File: config.mk
export PLATFORM = sky130hd
export DESIGN_NAME = daq_sampler
export DESIGN_NICKNAME = d
export VERILOG_FILES = /design/src/rtl/daq_pkg.sv /design/src/rtl/daq_fifo.sv /design/src/rtl/daq_sampler.sv
export SDC_FILE = /design/constraint.sdc
export NUM_CORES = 1
export LEC_CHECK = 0
export ABC_AREA = 1
export BUFFER_PORTS_ARGS = -buffer_cell sky130_fd_sc_hd__buf_2
export CAP_MARGIN = 20
export CORE_MARGIN = 2
export CORE_UTILIZATION = 35
export CTS_CLUSTER_SIZE = 24
export DETAILED_ROUTE_END_ITERATION = 6
export SLEW_MARGIN = 20
export SYNTH_ARGS = -nofsm -noshare
export SYNTH_HDL_FRONTEND = slang
export SYNTH_SLANG_ARGS = --single-unit
File: constraint.sdc
create_clock -name clock_i -period 5.28 [get_ports clock_i]
set_input_delay 0.264 -clock clock_i [delete_from_list [all_inputs] [get_ports clock_i]]
set_output_delay 0.264 -clock clock_i [all_outputs]
set_load 0.005 [all_outputs]
File: src/rtl/daq_pkg.sv
// daq_pkg: shared FSM type and sample width constants for the DAQ sampler.
package daq_pkg;
    typedef enum logic [2:0] {IDLE, WAIT_DRDY, START, BUSY, DRAIN} state_t;
    localparam logic [7:0] CMD_RDATA_DEFAULT = 8'h01;
    localparam int RX_W = 24;
    localparam int SAMPLE_W = 32;
    localparam int SEQ_W = 8;
endpackage

File: src/rtl/daq_fifo.sv
// daq_fifo: first-word-fall-through sample FIFO; head reads as zero when empty.
module daq_fifo import daq_pkg::*; #(
    parameter int WIDTH = SAMPLE_W + SEQ_W,
    parameter int DEPTH = 4
) (
    input  logic             clock_i,
    input  logic             reset_ni,
    input  logic             push,
    input  logic [WIDTH-1:0] wdata,
    input  logic             pop,
    output logic [WIDTH-1:0] rdata,
    output logic             full,
    output logic             empty
);
    localparam int AW = $clog2(DEPTH);
    logic [WIDTH-1:0] mem [DEPTH];
    logic [AW-1:0] wr_ptr, rd_ptr;
    logic [AW:0] count;
    logic do_push, do_pop;
    assign empty = count == '0;
    assign full = count == (AW+1)'(DEPTH);
    assign do_pop = pop & ~empty;
    assign do_push = push & (~full | do_pop);
    assign rdata = empty ? '0 : mem[rd_ptr];
    always_ff @(posedge clock_i or negedge reset_ni)
        if (!reset_ni) begin
            wr_ptr <= '0;
            rd_ptr <= '0;
            count <= '0;
        end else begin
            if (do_push) wr_ptr <= wr_ptr + 1'b1;
            if (do_pop) rd_ptr <= rd_ptr + 1'b1;
            count <= count + (AW+1)'(do_push) - (AW+1)'(do_pop);
        end
    always_ff @(posedge clock_i)
        if (do_push) mem[wr_ptr] <= wdata;
endmodule

File: src/rtl/daq_sampler.sv
// daq_sampler: drdy-triggered ADC read sequencer feeding a tagged sample FIFO.
module daq_sampler import daq_pkg::*; #(
    parameter int FIFO_DEPTH = 4,
    parameter logic [7:0] CMD_RDATA = CMD_RDATA_DEFAULT,
    parameter int SPI_TIMEOUT = 4096
) (
    input  logic                clock_i,
    input  logic                reset_ni,
    input  logic                enable_i,
    input  logic                drdy_ni,
    output logic                spi_start_o,
    output logic [7:0]          spi_tx_byte_o,
    input  logic                spi_done_i,
    input  logic [RX_W-1:0]     spi_rx_data_i,
    output logic [SAMPLE_W-1:0] sample_data_o,
    output logic [SEQ_W-1:0]    sample_seq_o,
    output logic                sample_valid_o,
    input  logic                sample_ready_i,
    output logic                overflow_o,
    output logic                timeout_o
);
    localparam int CW = SPI_TIMEOUT > 1 ? $clog2(SPI_TIMEOUT) : 1;
    state_t state;
    logic [2:0] drdy_sync;
    logic done_q, enable_q, full, empty, push, pop, accept, drdy_event, en_rise;
    logic [CW-1:0] cnt;
    logic [SEQ_W-1:0] seq;
    logic [SAMPLE_W+SEQ_W-1:0] wdata, head;
    // drdy_sync[1:0] is the synchronizer; drdy_sync[2] holds the previous synchronized level
    assign drdy_event = drdy_sync[2] & ~drdy_sync[1];
    assign en_rise = enable_i & ~enable_q;
    assign push = state == BUSY && spi_done_i && !done_q;
    assign pop = sample_valid_o & sample_ready_i;
    assign accept = push & (~full | pop);
    assign wdata = {{(SAMPLE_W-RX_W){spi_rx_data_i[RX_W-1]}}, spi_rx_data_i, seq};
    assign spi_tx_byte_o = CMD_RDATA;
    assign sample_valid_o = ~empty;
    assign {sample_data_o, sample_seq_o} = head;
    daq_fifo #(.WIDTH(SAMPLE_W + SEQ_W), .DEPTH(FIFO_DEPTH)) u_fifo (
        .clock_i(clock_i), .reset_ni(reset_ni), .push(accept), .wdata(wdata),
        .pop(pop), .rdata(head), .full(full), .empty(empty)
    );
    always_ff @(posedge clock_i or negedge reset_ni)
        if (!reset_ni) begin
            state <= IDLE;
            drdy_sync <= '1;
            done_q <= 1'b0;
            enable_q <= 1'b0;
            cnt <= '0;
            seq <= '0;
            spi_start_o <= 1'b0;
            overflow_o <= 1'b0;
            timeout_o <= 1'b0;
        end else begin
            drdy_sync <= {drdy_sync[1:0], drdy_ni};
            done_q <= spi_done_i;
            enable_q <= enable_i;
            spi_start_o <= 1'b0;
            if (accept) seq <= seq + 1'b1;
            overflow_o <= (overflow_o & ~en_rise) | (push & ~accept);
            if (en_rise) timeout_o <= 1'b0;
            case (state)
                IDLE: if (enable_i) state <= WAIT_DRDY;
                WAIT_DRDY:
                    if (!enable_i) state <= IDLE;
                    else if (drdy_event) begin
                        state <= START;
                        spi_start_o <= 1'b1;
                    end
                START: begin
                    cnt <= '0;
                    state <= BUSY;
                end
                BUSY:
                    if (push) state <= DRAIN;
                    else if (cnt == CW'(SPI_TIMEOUT - 1)) begin
                        timeout_o <= 1'b1;
                        state <= DRAIN;
                    end else cnt <= cnt + 1'b1;
                DRAIN: if (!spi_done_i) state <= enable_i ? WAIT_DRDY : IDLE;
                default: state <= IDLE;
            endcase
        end
endmodule

== Word-level counts from Yosys, hierarchy flattened ==
Memory sizes are Yosys's and may differ from the RTL's.
Index checks and enable logic that the tools add are counted.

* Memory bits (writable): 160
* Output and inout port bits: 52
* Logic and storage cells: 77
* Input port bits: 30
* Memories kept: 1
* Bits in registers: 38

* Eq/ne operators: 12
* Muxes and demuxes: 21
* $add $sub $neg: 6
* Reduce and logical (&&, ||, !) cells: 8
* Bitwise gates (word level): 17

{| class="wikitable"
|+ Memory list
! memory !! words !! width !! rd ports !! clocked after Yosys merged registers in !! write ports !! RTL line !! source
|-
| u_fifo.mem || 4 || 40 || 1 || 0 || 1 || daq_fifo.sv:16 || <nowiki>logic [WIDTH-1:0] mem [DEPTH];</nowiki>
|}

{| class="wikitable"
|+ Operators with widths
! cell !! number
|-
| two-way mux 40 bit || 1
|-
| two-way mux 12 bit || 2
|-
| one-hot mux 12 bit (2 select lines) || 1
|-
| two-way mux 3 bit || 6
|-
| one-hot mux 3 bit (5 select lines) || 1
|-
| adder 12 x 1 -> 12 bit (second input constant) || 1
|-
| equality test 12 bit (second input constant) || 1
|-
| two-way mux 1 bit || 10
|-
| adder 8 x 1 -> 8 bit (second input constant) || 1
|-
| bitwise AND 1 bit || 8
|-
| != test 2 bit (second input constant) || 4
|-
| equality test 3 x 2 -> 1 bit (second input constant) || 2
|-
| equality test 3 bit (second input constant) || 2
|-
| logical NOT 3 bit || 2
|-
| inverter 1 bit || 6
|-
| adder 2 x 1 -> 2 bit (second input constant) || 2
|-
| AND reduction 4 bit || 1
|-
| adder 3 x 1 -> 3 bit || 1
|-
| equality test 3 x 1 -> 1 bit (second input constant) || 1
|-
| != test 3 x 2 -> 1 bit (second input constant) || 1
|-
| != test 3 bit (second input constant) || 1
|-
| OR 1 bit || 3
|-
| AND reduction 3 bit || 1
|-
| subtractor 3 x 1 -> 3 bit || 1
|-
| other kinds (3) || 4
|}

== Longest topological paths before layout ==
* Word-level depth: 8
* Gate-level depth with buffers: 10
* Depth with buffers taken out: 10

== Hierarchy ==
From an unflattened synthesis, not the netlist that was laid out.

* Cell total of the unflattened synthesis: 919
* Area, all modules: 9,044.9 um^2

{| class="wikitable"
|+ Modules (own cells, without submodules)
! module !! area each (um^2) !! seq. area each (um^2) !! times used !! cells each
|-
| daq_fifo || 7,273.2 || 4,979.8 || 1 || 685
|-
| daq_sampler || 1,771.7 || 779.5 || 1 || 234
|}

== Worst setup path before layout ==
No wires, ideal clock.

* Path type: register to register
* From: register state[2]
* To: memory u_fifo.mem[0][0] in the netlist's numbering (enable)
* Data required time: 4.859 ns
* Stages on the path, launching flop included: 7
* Setup time: 0.421 ns
* Path buffers: 1
* Data arrival time: 2.436 ns
* Slack: 2.423 ns
* Clock period less this slack: 2.857 ns
* Path through: dfrtp_1 inv_1 nand3_4 nor2_4 nand3_2 buf_4 nor2_1

* Word-level cells in the longest chain between the ends: 7

{| class="wikitable"
|+ Ends and longest elaborated chain
! item !! RTL line !! source
|-
| start, declared || daq_sampler.sv:23 || <nowiki>state_t state;</nowiki>
|-
| start signal, assigned || daq_sampler.sv:80 || <nowiki>DRAIN: if (!spi_done_i) state <= enable_i ? WAIT_DRDY : IDLE;</nowiki>
|-
| equality test 3 x 2 -> 1 bit || daq_sampler.sv:32 || <nowiki>assign push = state == BUSY && spi_done_i && !done_q;</nowiki>
|-
| logical AND 1 bit (2 in series) || daq_sampler.sv:32 ||
|-
| bitwise AND 1 bit || daq_sampler.sv:34 || <nowiki>assign accept = push & (~full | pop);</nowiki>
|-
| bitwise AND 1 bit || daq_fifo.sv:23 || <nowiki>assign do_push = push & (~full | do_pop);</nowiki>
|-
| two-way mux 1 bit || daq_fifo.sv:36 || <nowiki>if (do_push) mem[wr_ptr] <= wdata;</nowiki>
|-
| two-way mux 1 bit (not written as such) || daq_fifo.sv:36 ||
|-
| end, declared || daq_fifo.sv:16 ||
|}

No other way between the ends.

== Worst setup path after layout ==
* From: register u_fifo.rd_ptr[1]
* To: output port sample_data_o[29]

* Word-level cells in the longest chain between the ends: 2

{| class="wikitable"
|+ Ends and longest elaborated chain
! item !! RTL line !! source
|-
| start, declared || daq_fifo.sv:17 || <nowiki>logic [AW-1:0] wr_ptr, rd_ptr;</nowiki>
|-
| start signal, assigned || daq_fifo.sv:32 || <nowiki>if (do_pop) rd_ptr <= rd_ptr + 1'b1;</nowiki>
|-
| memory (4 x 40 bit) || n/a ||
|-
| two-way mux 40 bit || daq_fifo.sv:24 || <nowiki>assign rdata = empty ? '0 : mem[rd_ptr];</nowiki>
|-
| end, declared || daq_sampler.sv:15 || <nowiki>output logic [SAMPLE_W-1:0] sample_data_o,</nowiki>
|}

No other way between the ends.

==> impl_metrics.toml <==
[global_routing]
antenna_found_initial = 0
grt_pass1_vias = 4313
grt_pass1_wl_microns = 22800
grt_max_degree = 67
grtUsageTotal_pct = 13.5
grt_overflow_total = 0

[logic_synthesis]
synth-main-ff-cell = "edfxtp_1"
syn_inst = 670
synthArstFlopShare_pct = 22.9
synth_top_family_by_area = "simple AND/OR/NAND/NOR gates"
synth_mux_area_share_pct = 0
synth_edf_count = 128
synth-simple-area-share_pct = 16.7
syn_area_sq_mm = 0.00720
synth-compound-area-share_pct = 7.86
ys_seq_elements = 166
yosysSeqAreaShare_pct = 66.7
yosys.area_share.adder_pct = 1.67
ys_types = 34
synth_xor_area_share_pct = 1.34
syn-mean-instance-area_sq_um = 10.7
yosysWarnings = 0

[clocking]
cts_sinks = 166
cts-resized-gates = 0
h-tree-depth = 4
cts_tree = "built"
clkTransAtPathRegs_ps = 70
clockBufferDepth = 2
cts_buffers = 17
clock_latency_ps = 420
root_buffer = "clkbuf_16"

[final_layout]
syn2layout_area_growth_pct = 16.5
n_fill_cell = 1951
final_util_pct = 41.4
drive_above_1_share_pct = 18.0
diodes = 0
final_area_sq_mm = 0.00839
final_common_cell = "nor2_1"
layout_common_cells = "nor2_1 (154), edfxtp_1 (128), nand2_1 (84)"
nets = 772

[timing]
finalHoldViolCount = 0
slew-limit-headroom_pct = 27.4
worstMarginPinSlew_ps = 1090
setup_violations = 0
drv_slew = 0
fin_worst_skew_ps = 10.3
rsz0062_at_grt = "false"
fmax_mhz = 349
setup_tns_ps = 0
fin_crit_sh_pct = 54.3
holdWs_ps = 19.2
fin_crit_ps = 2860

[pwr]
leakagePower_nw = 3.25
ir_drop_v = 0.000339
powerDensity_mw_per_mm2 = 494

[detailed_routing]
drc_errors = 0
ant_nets = 0
viasPerCell = 4.60
drt-pass1-iter-count = 6
vias = 4672
wire_per_inst_microns = 14.0
drt_wl_total_microns = 14300
drt_iter0_markers = 282

[hold_path]
min_path_type = "in2reg"
hold_path_startpoint = "enable_i"

[run]
drv_cap = 0

[placement]
port_buffers = 73
place_congestion = 0.794
dp_hpwl_microns = 8120
placed_cell_area_sq_mm = 0.00774

[floorplanning]
initial_core_util_pct = 35.6
ios = 82
core_sq_mm = 0.0202
die_area_sq_mm = 0.0217
chipWidth_microns = 147
rows = 52
die_h_microns = 147

[worst_setup_path]
crit_path_max_fanout = 33
worstReg2RegStart = "u_fifo.count[1]"
worstPathArrival_ps = 2600
start_kind = "flip-flop"
crit_type = "reg2out"
required_ps = 5020
startpoint = "u_fifo.rd_ptr[1]"
crit_path_end_kind = "output port"

[status]
status = "complete, no violations"
==> cell usage after synthesis, types with 5 or more instances <==
| library cell | instances | area (sq um) |
|---|---|---|
| nand2_1 | 84 | 315 |
| buf_4 | 17 | 128 |
| dfrtp_1 | 35 | 876 |
| buf_2 | 8 | 40.0 |
| a21oi_1 | 33 | 165 |
| edfxtp_1 | 128 | 3840 |
| nand4_1 | 5 | 31.3 |
| ha_1 | 8 | 100 |
| nor2_1 | 158 | 593 |
| xor2_1 | 8 | 70.1 |
| nand3_1 | 26 | 130 |
| clkbuf_1 | 14 | 52.6 |
| inv_1 | 40 | 150 |
| nor3_1 | 5 | 25.0 |
| o21ai_0 | 62 | 310 |
| o21ai_1 | 8 | 40.0 |
==> sequential cells by signal (all words and copies together), names as in the netlist <==
register	count
done_q	1
drdy_sync	3
timeout_o	1
enable_q	1
seq	8
u_fifo.count	3
u_fifo.rd_ptr	2
overflow_o	1
cnt	12
u_fifo.mem	128
u_fifo.wr_ptr	2
spi_start_o	1
state	3
==> critical path: stages (launching register included) <==
cell and delay [ps]:
dfrtp_1 320, buf_4 370, inv_1 300, buf_4 320, nor2_1 120, o21ai_0 80
a21oi_1 440, buf_2 210
==> power breakdown <==
group / switching, mW / internal (mW) / total, mW
clock: 0.563 / 0.680 / 1.24
sequential: 0.0794 / 1.51 / 1.59
combinational: 0.827 / 0.483 / 1.31
total: 1.47 / 2.68 / 4.15
==> timing repair <==
item,4_1_cts,5_1_grt
endpoints found under the hold margin,36,0
buffers inserted,0,0
hold buffers,2,0
==> path summary, 6_finish.rpt <==
check,endpoint,slack (ps),cells after the start
min reg2reg,drdy_sync[1],360,0
max in group asynchronous,u_fifo.rd_ptr[0],4190,2
min in group asynchronous,cnt[9],490,2
max,sample_data_o[29],2420,7
min,enable_q,20,1
max reg2reg,u_fifo.count[2],2670,11
==> metal layers <==
layer	wire, microns	up-vias	GRT usage, %
met5	0	-	0
met4	124	0	4.23
met3	667	9	2.99
met2	6760	120	21.6
met1	6720	2181	18.4
li1	-	2362	-
==> cell families (layout without fill, tap and decap cells) <==
family,after synthesis,count (layout)
adder cells (fa/ha/maj),9,9
flip-flops,166,166
buffers and inverters,85,155
other,2,8
AND/OR/NAND/NOR,289,289
XOR/XNOR,11,11
AO/OA/AOI/OAI,108,108
==> through the flow <==
stage | power (mW) | worst slack, ps | cells
floorplan | 2.51 | 2420 | 676
global placement | 2.93 | 2690 | 981
detailed placement | 2.95 | 2650 | 981
CTS | 4.20 | 2300 | 1015
global route | 4.43 | 2050 | 1016
finish | 4.15 | 2420 | 1016
==> area by class of cell <==
class | count | area, sq um | share of cell area [%]
Sequential cell | 166 | 4800 | 57.2
Multi-Input combinational cell | 425 | 2040 | 24.4
Clock inverter | 15 | 179 | 2.13
Inverter | 42 | 159 | 1.89
Timing Repair Buffer | 81 | 443 | 5.28
Clock buffer | 17 | 425 | 5.07
Tap cell | 270 | 338 | 4.03
Power figures use the tool's default switching activity.
